===== config.mk =====
export PLATFORM = sky130hd
export DESIGN_NAME = imem_boot
export DESIGN_NICKNAME = d
export VERILOG_FILES = /design/src/rtl/imem_boot.sv
export SDC_FILE = /design/constraint.sdc
export NUM_CORES = 2
export LEC_CHECK = 0
export CAP_MARGIN = 20
export CORE_ASPECT_RATIO = 0.6
export CORE_MARGIN = 4
export CORE_UTILIZATION = 30
export DETAILED_ROUTE_END_ITERATION = 8
export PLACE_DENSITY = 0.47
export SLEW_MARGIN = 5
export SYNTH_ARGS = -nofsm -noshare
export SYNTH_HDL_FRONTEND = slang
export SYNTH_SLANG_ARGS = --single-unit

===== constraint.sdc =====
create_clock -name clk -period 5.66 [get_ports clk]
set_input_delay 0.849 -clock clk [delete_from_list [all_inputs] [get_ports clk]]
set_output_delay 0.849 -clock clk [all_outputs]
set_load 0.02 [all_outputs]

===== src/rtl/imem_boot.sv =====
// Instruction memory with a byte-stream boot loader: fetch result one cycle after fetch_req.
// Loader takes bytes on ld_valid & ld_ready; while a load is in progress fetches return NOP/invalid.
module imem_boot #(
    parameter int DATA_W = 16,
    parameter int ADDR_W = 8
) (
    input  logic              clk,
    input  logic              rst,
    input  logic              fetch_req,
    input  logic [ADDR_W-1:0] address,
    output logic [DATA_W-1:0] out,
    output logic              out_valid,
    input  logic              ld_start,
    input  logic [7:0]        ld_byte,
    input  logic              ld_valid,
    output logic              ld_ready,
    output logic              busy,
    output logic              ld_done,
    output logic              ld_err
);

    localparam int NB = DATA_W / 8;
    localparam int BW = (NB > 1) ? $clog2(NB) : 1;

    typedef enum logic [1:0] {
        IDLE,
        CNT_HI,
        CNT_LO,
        DATA
    } state_t;

    state_t            state;
    state_t            state_nxt;
    logic              done_nxt;
    logic [15:0]       cnt;
    logic [15:0]       w;
    logic [BW-1:0]     b;
    logic [DATA_W-1:0] shreg;
    logic [DATA_W-1:0] word_asm;
    logic              accept;
    logic              last_byte;
    logic              last_word;
    logic              word_done;
    logic              w_in_range;

    logic [DATA_W-1:0] mem [0:(1<<ADDR_W)-1];

    assign busy       = (state != IDLE);
    assign ld_ready   = busy;
    assign accept     = ld_valid & ld_ready;
    assign last_byte  = (b == BW'(NB - 1));
    assign last_word  = (w == cnt - 16'd1);
    assign word_done  = (state == DATA) & accept & last_byte;
    // Words past the end of memory are still consumed from the stream, just not stored.
    assign w_in_range = ((w >> ADDR_W) == 16'd0);

    generate
        if (NB == 1) begin : g_nb1
            assign word_asm = ld_byte;
        end else begin : g_nbn
            assign word_asm = {shreg[DATA_W-9:0], ld_byte};
        end
    endgenerate

    always_comb begin
        state_nxt = state;
        done_nxt  = 1'b0;
        case (state)
            IDLE: begin
                if (ld_start) state_nxt = CNT_HI;
            end
            CNT_HI: begin
                if (accept) state_nxt = CNT_LO;
            end
            CNT_LO: begin
                if (accept) begin
                    if ({cnt[15:8], ld_byte} == 16'd0) begin
                        state_nxt = IDLE;
                        done_nxt  = 1'b1;
                    end else begin
                        state_nxt = DATA;
                    end
                end
            end
            DATA: begin
                if (word_done && last_word) begin
                    state_nxt = IDLE;
                    done_nxt  = 1'b1;
                end
            end
            default: state_nxt = IDLE;
        endcase
    end

    always_ff @(posedge clk) begin
        if (rst) begin
            state   <= IDLE;
            ld_done <= 1'b0;
            ld_err  <= 1'b0;
            cnt     <= 16'd0;
            w       <= 16'd0;
            b       <= '0;
            shreg   <= '0;
        end else begin
            state   <= state_nxt;
            ld_done <= done_nxt;
            if (state == IDLE && ld_start) begin
                ld_err <= 1'b0;
                w      <= 16'd0;
                b      <= '0;
            end
            if (state == CNT_HI && accept) cnt[15:8] <= ld_byte;
            if (state == CNT_LO && accept) cnt[7:0]  <= ld_byte;
            if (state == DATA && accept) begin
                shreg <= word_asm;
                if (last_byte) begin
                    b <= '0;
                    w <= w + 16'd1;
                    if (!w_in_range) ld_err <= 1'b1;
                end else begin
                    b <= b + 1'b1;
                end
            end
        end
    end

    // Contents survive rst; only the write of an interrupted load's current word is suppressed.
    always_ff @(posedge clk) begin
        if (!rst && word_done && w_in_range) mem[w[ADDR_W-1:0]] <= word_asm;
    end

    always_ff @(posedge clk) begin
        if (rst) begin
            out       <= '0;
            out_valid <= 1'b0;
        end else if (busy) begin
            out_valid <= 1'b0;
            if (fetch_req) out <= '0;
        end else if (fetch_req) begin
            out       <= mem[address];
            out_valid <= 1'b1;
        end else begin
            out_valid <= 1'b0;
        end
    end

endmodule

==> results.sh <==
export IMPL_status="finished, final reports clean"
export IMPL_htreeDepth=5
export IMPL_synth_seq_cells=4158
export IMPL_tritoncts="built"
export IMPL_p_int_uw=49200
export IMPL_routabilityCongestion=0.878
export IMPL_grt_overflow_total=0
export IMPL_tightest_slew_ns=1.40
export IMPL_grt_total_usage_pct=20.1
export IMPL_cts_sinks=4158
export IMPL_drt_first_pass_iters=6
export IMPL_fin_area_um2=188000
export IMPL_pwr_share_comb_pct=5.1
export IMPL_wl_mm=573
export IMPL_via_per_inst=5.51
export IMPL_power_density_nw_per_um2=337
export IMPL_synth_edf_count=4096
export IMPL_hold_path_class="in -> reg"
export IMPL_antenna_found_initial=71
export IMPL_syn_to_final_growth_pct=15.9
export IMPL_die_w_um=957
export IMPL_p_clk_share_pct=41.8
export IMPL_finalCriticalPeriod_ns=4.11
export IMPL_r2r_cells=9
export IMPL_placementRows=208
export IMPL_endpoint_kind="register"
export IMPL_worstPathRequired_ns=6.51
export IMPL_regToRegSetupSlack_ns=1.95
export IMPL_crit_fanout=84
export IMPL_rr_startpoint="state[1]$_SDFFE_PP0P_"
export IMPL_sw_frac_of_total_pct=22.4
export IMPL_die_area_um2=553000
export IMPL_hold_end="mem[149][5]$_DFFE_PP_"
export IMPL_drc_errors=0
export IMPL_area_sequential_um2=124000
export IMPL_grt_pass1_vias=83000
export IMPL_worstSetupStartpoint="address[1]"
export IMPL_clk_pin_slew_worst_paths_ns=0.07
export IMPL_crit_type="in -> reg"
export IMPL_synth_async_reset_ratio_pct=0
export IMPL_postCtsSetupBuffers=0
export IMPL_vdd_drop_max_v=0.000277
export IMPL_slew_violations=0
export IMPL_post_dp_cell_area_um2=175000
export IMPL_post_place_ws_ns=0.712
export IMPL_drtIter0Drc=14900
export IMPL_fp_coreArea_um2=537000
export IMPL_ys_types=89
export IMPL_maxCapViolations=0
export IMPL_num_fill_cells=49700
export IMPL_start_kind="primary input"
export IMPL_synth_warnings=0
export IMPL_num_io_pins=42
export IMPL_r2r_end="mem[59][13]$_DFFE_PP_"
export IMPL_period_share_pct=72.6
export IMPL_cts_made_buffers=388
export IMPL_postCtsHoldBufs=0
export IMPL_die_h_um=578
export IMPL_seqPwrFrac_pct=53.1
export IMPL_maxSlewHeadroom_pct=6.53
export IMPL_start_util_pct=30.2
export IMPL_cp_arrival_ns=4.96
export IMPL_hold_viol=0
export IMPL_syn_area_per_cell_um2=20.9
export IMPL_io_buffers=41
export IMPL_min_path_cells=1
export IMPL_dp_hpwl_mm=374
export IMPL_ctsRootBufferMaster="clkbuf_16"
export IMPL_ys_seq_area_share_pct=76.6
export IMPL_num_nets_final=8440
export IMPL_wl_per_cell_um=36.1
export IMPL_timing_final_ws_setup_ns=1.55
export IMPL_cts_resized=0
export IMPL_grt_max_degree=146
export IMPL_clock_path_buffers=4
export IMPL_syn_num_nets=7773
export IMPL_synth_ff_type="edfxtp_1"
export IMPL_fmax_ghz=0.243
export IMPL_rsz0062_at_grt="no"
export IMPL_p_switching_uw=14200
export IMPL_multiInputGateArea_um2=35300
export IMPL_synth_area_um2=162000
export IMPL_vias=87500
export IMPL_setup_violations_final=0
export IMPL_worstHoldStart="ld_byte[5]"
export IMPL_postRouteAntennaNets=0
export IMPL_drive_gt1_share_pct=26.7
export IMPL_clk_latency_ns=0.99
export IMPL_fin_skew_ns=0.0669
export IMPL_synth_cells=7747
export IMPL_p_leak_uw=0.0549
export IMPL_grt_pass1_wl_mm=765
-- flip-flops by register name, summed over array words and instances (netlist names) --
register   flops
out           16
mem         4096
ld_err         1
state          2
w             16
ld_done        1
b              1
out_valid      1
shreg          8
cnt           16
-- worst max path at each step --
stage / endpoint / slack [ns] / cells past startpoint
4_1_cts: out[9]$_SDFFE_PP0P_ / 1.75 / 10
2_1_floorplan: mem[0][10]$_DFFE_PP_ / 1.41 / 0
3_5_place_dp: out[9]$_SDFFE_PP0P_ / 0.71 / 10
5_1_grt: out[13]$_SDFFE_PP0P_ / 1.73 / 10
6_report: out[1]$_SDFFE_PP0P_ / 1.55 / 8
3_3_place_gp: out[0]$_SDFFE_PP0P_ / -0.1 / 10
-- critical path: stages --
cell	delay, ns
buf_8	0.50
buf_12	0.51
mux4_2	0.61
mux2i_1	0.33
o211ai_1	0.45
nor4b_1	0.98
buf_4	0.29
o31ai_1	0.07
-- metal layers --
metal	vias up	global-route usage, %	wire length, µm
met4	16	4.01	12400
li1	33800	-	-
met5	-	0	114
met3	639	6.02	68800
met2	5105	26.5	226000
met1	47900	32.3	266000
-- cell usage after synthesis, types with 83 or more instances --
cell,count,area (µm²)
clkbuf_1,133,499
o22ai_1,127,795
mux2i_1,491,4910
nor2_1,391,1470
a21oi_1,159,796
edfxtp_1,4096,123000
nand3_1,83,415
mux4_2,776,17500
o221ai_1,107,937
a22oi_1,91,683
buf_2,112,561
nand2_1,246,923
-- cell type report --
class	count	area share, %
inverters	23	0.0532
multi-input cells	3116	18.7
clock buffers	474	5.43
flip-flops and latches	4158	66.1
well taps	7140	4.75
clock inverters	228	1.20
diodes	18	0.0240
repair buffers	727	3.72
-- cells in the final DEF, fill, tap and decap left out, types with 20 or more instances in the layout --
| master | netlist | final |
|---|---|---|
| a211oi_1 | 21 | 20 |
| a21oi_1 | 159 | 159 |
| a221oi_1 | 28 | 28 |
| a22oi_1 | 91 | 91 |
| a31oi_1 | 31 | 31 |
| and2_1 | 22 | 22 |
| and3_1 | 21 | 21 |
| buf_12 | 7 | 109 |
| buf_4 | 41 | 572 |
| bufinv_16 | 0 | 38 |
| clkbuf_1 | 133 | 72 |
| clkbuf_16 | 0 | 392 |
| clkdlybuf4s50_1 | 0 | 24 |
| clkinv_1 | 2 | 79 |
| clkinv_2 | 0 | 77 |
| dfxtp_1 | 62 | 54 |
| edfxtp_1 | 4096 | 4096 |
| mux2_2 | 31 | 31 |
| mux2i_1 | 491 | 491 |
| mux4_1 | 77 | 77 |
| mux4_2 | 776 | 776 |
| nand2_1 | 246 | 227 |
| nand3_1 | 83 | 83 |
| nand4_1 | 22 | 22 |
| nor2_1 | 391 | 183 |
| nor2_2 | 1 | 207 |
| nor3_1 | 48 | 47 |
| o211ai_1 | 23 | 23 |
| o21ai_0 | 74 | 73 |
| o221ai_1 | 107 | 107 |
| o22ai_1 | 127 | 127 |
-- cells by family (layout without fill, tap and decap cells) --
family | Yosys count | count (layout) | synth area share (%)
flip-flops | 4158 | 4158 | 76.6
multiplexers | 1375 | 1375 | 15.3
AND/OR/NAND/NOR | 935 | 935 | 2.55
AO/OA/AOI/OAI | 782 | 782 | 3.33
buffers and inverters | 473 | 1452 | 2.15
XOR/XNOR | 19 | 19 | 0.103
adder cells (fa/ha/maj) | 5 | 5 | 0.0386
other | 0 | 18 | 0
-- power groups by stage --
stage / clock network [µW] / logic, µW / registers (µW)
finish: 26500 / 3220 / 33700
global route: 28300 / 3310 / 33600
CTS: 26900 / 3190 / 33700
detailed placement: 0 / 3180 / 34300
global placement: 0 / 3160 / 34300
floorplan: 0 / 1510 / 34300
-- metrics by stage --
step	utilization, %	TNS, ns	total power (µW)	std cells	hold slack (ns)
after floorplan	-	0	35800	7747	0.500
after global placement	32.7	-0.0972	37500	15200	0.485
after detailed placement	32.7	0	37500	15200	0.495
after CTS	35.0	0	63800	15900	0.190
after global routing	35.0	0	65200	15900	0.221
final	35.0	0	63400	15900	0.268
Power figures use the tool's default switching activity.
